`src/rtl/uart_rx_param_if.sv`:
```
// uart_rx_param_if: serial line plus word handshake and error strobes of the UART receiver
interface uart_rx_param_if #(
    parameter int DATA_BITS = 8
);
    logic                 rxd;
    logic [DATA_BITS-1:0] rx_data;
    logic                 rx_valid;
    logic                 rx_ready;
    logic                 frame_err;
    logic                 parity_err;
    logic                 overrun_err;
    logic                 busy;

    modport master (
        input  rxd, rx_ready,
        output rx_data, rx_valid, frame_err, parity_err, overrun_err, busy
    );

    modport slave (
        output rxd, rx_ready,
        input  rx_data, rx_valid, frame_err, parity_err, overrun_err, busy
    );
endinterface

```
`src/rtl/uart_rx_param.sv`:
```
// uart_rx_param: parametrised UART receiver with majority-vote sampling, error strobes and valid/ready output
module uart_rx_param #(
    parameter int CLKS_PER_BIT = 16,
    parameter int DATA_BITS    = 8,
    parameter int PARITY       = 0,
    parameter int STOP_BITS    = 1
) (
    input  logic              clk,
    input  logic              n_rst,
    uart_rx_param_if.master   bus
);
    localparam int MID = CLKS_PER_BIT / 2;
    localparam int CW  = $clog2(CLKS_PER_BIT);

    typedef enum logic [2:0] {S_IDLE, S_START, S_DATA, S_PAR, S_STOP, S_WAIT_HIGH} state_t;

    state_t               r_state;
    logic                 r_sync1, r_sync2, r_rs_d;
    logic [CW-1:0]        r_cnt;
    logic [3:0]           r_bit_idx;
    logic                 r_s0, r_s1;
    logic [DATA_BITS-1:0] r_shift;
    logic                 r_par_bad;
    logic [DATA_BITS-1:0] r_rx_data;
    logic                 r_rx_valid;
    logic                 r_frame_err, r_parity_err, r_overrun_err;
    logic                 w_rs, w_maj, w_dec, w_end;

    assign w_rs  = r_sync2;
    assign w_maj = (r_s0 & r_s1) | (r_s0 & w_rs) | (r_s1 & w_rs);
    assign w_dec = r_cnt == CW'(MID + 1);
    assign w_end = r_cnt == CW'(CLKS_PER_BIT - 1);

    assign bus.rx_data     = r_rx_data;
    assign bus.rx_valid    = r_rx_valid;
    assign bus.frame_err   = r_frame_err;
    assign bus.parity_err  = r_parity_err;
    assign bus.overrun_err = r_overrun_err;
    assign bus.busy        = r_state != S_IDLE;

    // Two-flop synchroniser plus one delayed copy for falling-edge detection; idles high
    always_ff @(posedge clk or negedge n_rst) begin
        if (!n_rst) begin
            r_sync1 <= 1'b1;
            r_sync2 <= 1'b1;
            r_rs_d  <= 1'b1;
        end else begin
            r_sync1 <= bus.rxd;
            r_sync2 <= r_sync1;
            r_rs_d  <= r_sync2;
        end
    end

    // Frame FSM: bit timing, vote capture, shifting, word completion and output handshake
    always_ff @(posedge clk or negedge n_rst) begin
        if (!n_rst) begin
            r_state       <= S_IDLE;
            r_cnt         <= '0;
            r_bit_idx     <= '0;
            r_s0          <= 1'b1;
            r_s1          <= 1'b1;
            r_shift       <= '0;
            r_par_bad     <= 1'b0;
            r_rx_data     <= '0;
            r_rx_valid    <= 1'b0;
            r_frame_err   <= 1'b0;
            r_parity_err  <= 1'b0;
            r_overrun_err <= 1'b0;
        end else begin
            r_frame_err   <= 1'b0;
            r_parity_err  <= 1'b0;
            r_overrun_err <= 1'b0;
            if (r_rx_valid && bus.rx_ready)
                r_rx_valid <= 1'b0;
            if (r_cnt == CW'(MID - 1))
                r_s0 <= w_rs;
            if (r_cnt == CW'(MID))
                r_s1 <= w_rs;
            r_cnt <= (r_state == S_IDLE || w_end) ? '0 : r_cnt + 1'b1;
            case (r_state)
                S_IDLE: begin
                    if (r_rs_d && !w_rs) begin
                        r_state   <= S_START;
                        r_bit_idx <= '0;
                        r_par_bad <= 1'b0;
                    end
                end
                S_START: begin
                    if (w_dec && w_maj)
                        r_state <= S_IDLE;
                    else if (w_end)
                        r_state <= S_DATA;
                end
                S_DATA: begin
                    if (w_dec)
                        r_shift <= {w_maj, r_shift[DATA_BITS-1:1]};
                    if (w_end) begin
                        if (r_bit_idx == 4'(DATA_BITS - 1)) begin
                            r_bit_idx <= '0;
                            r_state   <= (PARITY != 0) ? S_PAR : S_STOP;
                        end else begin
                            r_bit_idx <= r_bit_idx + 1'b1;
                        end
                    end
                end
                S_PAR: begin
                    if (w_dec)
                        r_par_bad <= ^r_shift ^ w_maj ^ (PARITY == 2);
                    if (w_end)
                        r_state <= S_STOP;
                end
                S_STOP: begin
                    if (w_dec && !w_maj) begin
                        r_frame_err <= 1'b1;
                        r_state     <= S_WAIT_HIGH;
                    end else if (w_dec && r_bit_idx == 4'(STOP_BITS - 1)) begin
                        // Leave at mid-bit so a following start bit is caught with no idle gap
                        r_state <= S_IDLE;
                        if (r_par_bad) begin
                            r_parity_err <= 1'b1;
                        end else if (!r_rx_valid || bus.rx_ready) begin
                            r_rx_data  <= r_shift;
                            r_rx_valid <= 1'b1;
                        end else begin
                            r_overrun_err <= 1'b1;
                        end
                    end else if (w_end) begin
                        r_bit_idx <= r_bit_idx + 1'b1;
                    end
                end
                S_WAIT_HIGH: begin
                    if (w_rs)
                        r_state <= S_IDLE;
                end
                default: r_state <= S_IDLE;
            endcase
        end
    end
endmodule

```
`src/flat_wrapper.sv`:
```
// flat-port wrapper written by rule: the top's interface ports become plain ports
module uart_rx_param_flat 
#(
    parameter int CLKS_PER_BIT = 16,
    parameter int DATA_BITS    = 8,
    parameter int PARITY       = 0,
    parameter int STOP_BITS    = 1
)
  (clk, n_rst, bus_rxd, bus_rx_ready, bus_rx_data, bus_rx_valid, bus_frame_err, bus_parity_err, bus_overrun_err, bus_busy);
  uart_rx_param_if #(.DATA_BITS(DATA_BITS)) bus_i ();
  input  logic clk;
  input  logic n_rst;
  input wire logic [$bits(bus_i.rxd)-1:0] bus_rxd;
  input wire logic [$bits(bus_i.rx_ready)-1:0] bus_rx_ready;
  output wire logic [$bits(bus_i.rx_data)-1:0] bus_rx_data;
  output wire logic [$bits(bus_i.rx_valid)-1:0] bus_rx_valid;
  output wire logic [$bits(bus_i.frame_err)-1:0] bus_frame_err;
  output wire logic [$bits(bus_i.parity_err)-1:0] bus_parity_err;
  output wire logic [$bits(bus_i.overrun_err)-1:0] bus_overrun_err;
  output wire logic [$bits(bus_i.busy)-1:0] bus_busy;
  assign bus_i.rxd = bus_rxd;
  assign bus_i.rx_ready = bus_rx_ready;
  assign bus_rx_data = bus_i.rx_data;
  assign bus_rx_valid = bus_i.rx_valid;
  assign bus_frame_err = bus_i.frame_err;
  assign bus_parity_err = bus_i.parity_err;
  assign bus_overrun_err = bus_i.overrun_err;
  assign bus_busy = bus_i.busy;
  uart_rx_param #(.CLKS_PER_BIT(CLKS_PER_BIT), .DATA_BITS(DATA_BITS), .PARITY(PARITY), .STOP_BITS(STOP_BITS)) u_core (.clk(clk), .n_rst(n_rst), .bus(bus_i));
endmodule
```
`config.mk`:
```
export PLATFORM = sky130hd
export DESIGN_NAME = uart_rx_param_flat
export DESIGN_NICKNAME = d
export VERILOG_FILES = /design/src/rtl/uart_rx_param_if.sv /design/src/rtl/uart_rx_param.sv /design/src/flat_wrapper.sv
export SDC_FILE = /design/constraint.sdc
export NUM_CORES = 1
export LEC_CHECK = 0
export ABC_CLOCK_PERIOD_IN_PS = 2700
export CORE_MARGIN = 3
export CORE_UTILIZATION = 50
export DETAILED_ROUTE_END_ITERATION = 8
export GPL_TIMING_DRIVEN = 0
export PLACE_DENSITY = 0.71
export SYNTH_ARGS = -nofsm -noshare
export SYNTH_HDL_FRONTEND = slang
export SYNTH_SLANG_ARGS = --single-unit
```
`constraint.sdc`:
```
create_clock -name clk -period 2.7 [get_ports clk]
set_input_delay 0.54 -clock clk [delete_from_list [all_inputs] [get_ports clk]]
set_output_delay 0.54 -clock clk [all_outputs]
set_load 0.02 [all_outputs]
```
==> results of run 1 <==
metrics by stage:
step	util [%]	std cells	setup slack (ns)	hold WS, ns	area, um2
6_report	61.03	224	0.1532	0.2869	2085
5_1_grt	61.03	224	0.05667	0.3367	2085
4_1_cts	61.03	224	0.1374	0.3210	2085
3_5_place_dp	59.56	216	0.5223	0.3488	2034
3_3_place_gp	59.71	216	0.2684	0.3476	2039
2_1_floorplan	-	154	0.7850	0.2444	1822
cells by family after synthesis:
logic type	count (synthesis)	synth area share (%)
buf+inv	13	3.435
flops	37	51.17
mux	18	11.13
simple gates	49	17.38
fa+ha+maj	6	3.984
xor+xnor	11	5.288
compound gates	20	7.624
power breakdown:
part / internal [uW] / switching [uW]
clock network: 102 / 165
registers: 643 / 58.9
logic: 215 / 269
total: 959 / 492
synth_stat cells, types with 2 or more instances:
| cell type | n | share of area, % |
|---|---|---|
| and2_1 | 2 | 0.69 |
| buf_2 | 2 | 0.55 |
| clkbuf_1 | 2 | 0.41 |
| dfrtp_1 | 32 | 44 |
| inv_1 | 7 | 1.4 |
| xnor2_1 | 7 | 3.4 |
| xor2_1 | 4 | 1.9 |
| o41ai_1 | 2 | 0.96 |
| mux2_2 | 18 | 11 |
| nand2_1 | 10 | 2.1 |
| o31ai_1 | 2 | 0.82 |
| nand3_1 | 7 | 1.9 |
| nand2b_1 | 5 | 1.7 |
| dfstp_2 | 5 | 7.2 |
| nand4_1 | 2 | 0.69 |
| nor3b_1 | 2 | 0.82 |
| o21ai_0 | 7 | 1.9 |
| and3_1 | 2 | 0.69 |
| ha_1 | 5 | 3.4 |
| a21oi_1 | 2 | 0.55 |
| nor2_1 | 8 | 1.6 |
final timing paths:
| kind | from | to | slack (ns) | cells past startpoint |
|---|---|---|---|---|
| hold reg to reg | u_core.r_sync1 | u_core.r_sync2 | 0.36 | 0 |
| max in group asynchronous | n_rst | u_core.r_cnt[1] | 1.91 | 1 |
| hold / removal | n_rst | u_core.bus.frame_err | 0.29 | 1 |
| setup / recovery | u_core.r_state[2] | bus_busy | 0.15 | 3 |
| setup reg to reg | u_core.r_bit_idx[0] | u_core.bus.rx_data[7] | 0.58 | 7 |
| min in group clk | u_core.r_sync1 | u_core.r_sync2 | 0.36 | 0 |
metal layers:
layer,track usage [%],up-vias,share of wire [%]
li1,-,586,-
met1,21.33,558,48
met2,23.54,26,47
met3,4.082,5,3.9
met4,5.330,0,1.0
met5,0,-,0
worst reg2reg max path, delay by kind of cell, from the launching register on:
| kind | cells | cell delay (ns) |
|---|---|---|
| AND/OR/NAND/NOR | 3 | 0.89 |
| multiplexers | 1 | 0.39 |
| buffers and inverters | 2 | 0.15 |
| flip-flops | 1 | 0.43 |
| adder cells (fa/ha/maj) | 1 | 0.15 |
flip-flops by register name, indices dropped and copies added (netlist names), 3 cells and up:
signal	count
u_core.r_bit_idx	4
u_core.r_shift	8
u_core.bus.rx_data	8
u_core.r_cnt	4
u_core.r_state	3
layout make-up:
cell class,instances,area (um2)
plain buffers,6,36.28
clock buffers,7,45.04
clock inverters,1,5.005
fillers,274,1331
inverters,7,26.28
multi-input cells,104,827.0
flip-flops and latches,37,932.1
well taps,46,57.56
repair buffers,16,155.1
==> impl_metrics.csv, run 1 <==
group,metric,value,unit
die,die_h,66.36,um
worst_setup_path,critical-path-slowest-cell,"clkdlybuf4s50_1",
placed_design,place_congestion,0.7690,
run_status,status,"finished clean",
die,dieWidth,66.36,um
worst_setup_path,cp_max_fo,10,
clocking,htreeDepth,2,
clocking,clock_tree.buffer_depth,2,
clocking,cts_resized,0,
worst_hold_path,hp-class,"primary input to asynchronous set/reset pin",
logic_synthesis,ys.flop_type,"dfrtp_1",
logic_synthesis,synthDistinctLibCells,42,
power_and_ir_drop,p_leak,0.0009394,uW
routing,dr.pass1.iters,4,
power_and_ir_drop,power.total,1452,uW
routing,ant_nets,0,
worst_setup_path,timing.critical_path.from_type,"register",
clocking,path_clk_slew,0.10,ns
worst_setup_path,endpoint_kind,"output pin",
placed_design,portBuffers,16,
timing,rsz0062_at_grt,"false",
clocking,postCtsSetupRepairBufs,0,
clocking,clk-insertion-delay-late,0.32,ns
clocking,cts.sink_count,37,
die,core,3416,um2
timing,period_needed,2.547,ns
flow_run,cap_violations,0,
timing,finalHoldViolCount,0,
logic_synthesis,syn_inst,154,
global_routing,grt_pass1_vias,1094,
routing,num_vias,1175,
finish,fin_nets,186,
clocking,cts-root-buf,"clkbuf_4",
die,std_cell_rows,21,
logic_synthesis,yosysWarnings,0,
routing,drt_iter0_drc,31,
timing,final.setup.tns,0,ns
die,start_util,53.33,%
finish,syn_to_final_growth,14.42,%
placed_design,hpwl,2.135,mm
worst_setup_path,path_delay_family,"buffers and inverters",
power_and_ir_drop,powerDensity,696.4,nW/um2
logic_synthesis,ys_seq_area_share,51.17,%
timing,finClkSkew,0.01046,ns
logic_synthesis,syn-num-nets,163,
logic_synthesis,synth-seq-cells,37,
timing,period_share,94.33,%
finish,antenna_cells,0,
finish,layout_commonest_cell,"dfrtp_1",
routing,avgRoutedWirePerCell,13.24,um
clocking,ctsHoldBuffers,0,
finish,final_cell_mix,"dfrtp_1, mux2_2, clkdlybuf4s50_1",
global_routing,grt_pass1_wl,5.154,mm
global_routing,antenna_found_initial,0,
timing,drv_slew,0,
routing,wl,2.966,mm
worst_setup_path,crit_chain,"clkbuf_1 > or3_1 > clkdlybuf4s50_1",
timing,setup_violations,0,
routing,avgViaCountPerCell,5.246,
timing,tightest_slew,0.7878,ns
global_routing,grtUsageTotal,15.50,%
global_routing,grt_max_degree,38,
logic_synthesis,synth_edf_count,0,
worst_setup_path,path_buf_inv,2,
worst_setup_path,cp.arrival,2.01,ns
worst_setup_path,critical_path.max_stage_delay,0.56,ns
die,dieArea,4404,um2
clocking,cts_tree,"built",
worst_setup_path,worstPathRequired,2.16,ns
finish,final_layout_size_suffix_gt1_share,22.47,%
logic_synthesis,postSynthAreaPerCell,11.83,um2
global_routing,grt_overflow_total,0,
worst_setup_path,path_class,"register to output pin",
logic_synthesis,syn_area,1822,um2
die,ios,17,
clocking,cts_buffers,5,
timing,relSlewSlack,47.48,%
logic_synthesis,ys_async_sr_fraction,100.0,%
power_and_ir_drop,ir_drop,0.4564,mV
timing,fmax,0.3926,GHz
routing,drc_errors,0,
No activity file was read; power rests on OpenSTA's default activity.
==> run 2: changes to the inputs <==
- CAP_MARGIN: unset -> 0
- TNS_END_PERCENT: unset -> 50
==> results of run 2 <==
The final DEF is identical to that of run 1; final timing and power are the same.
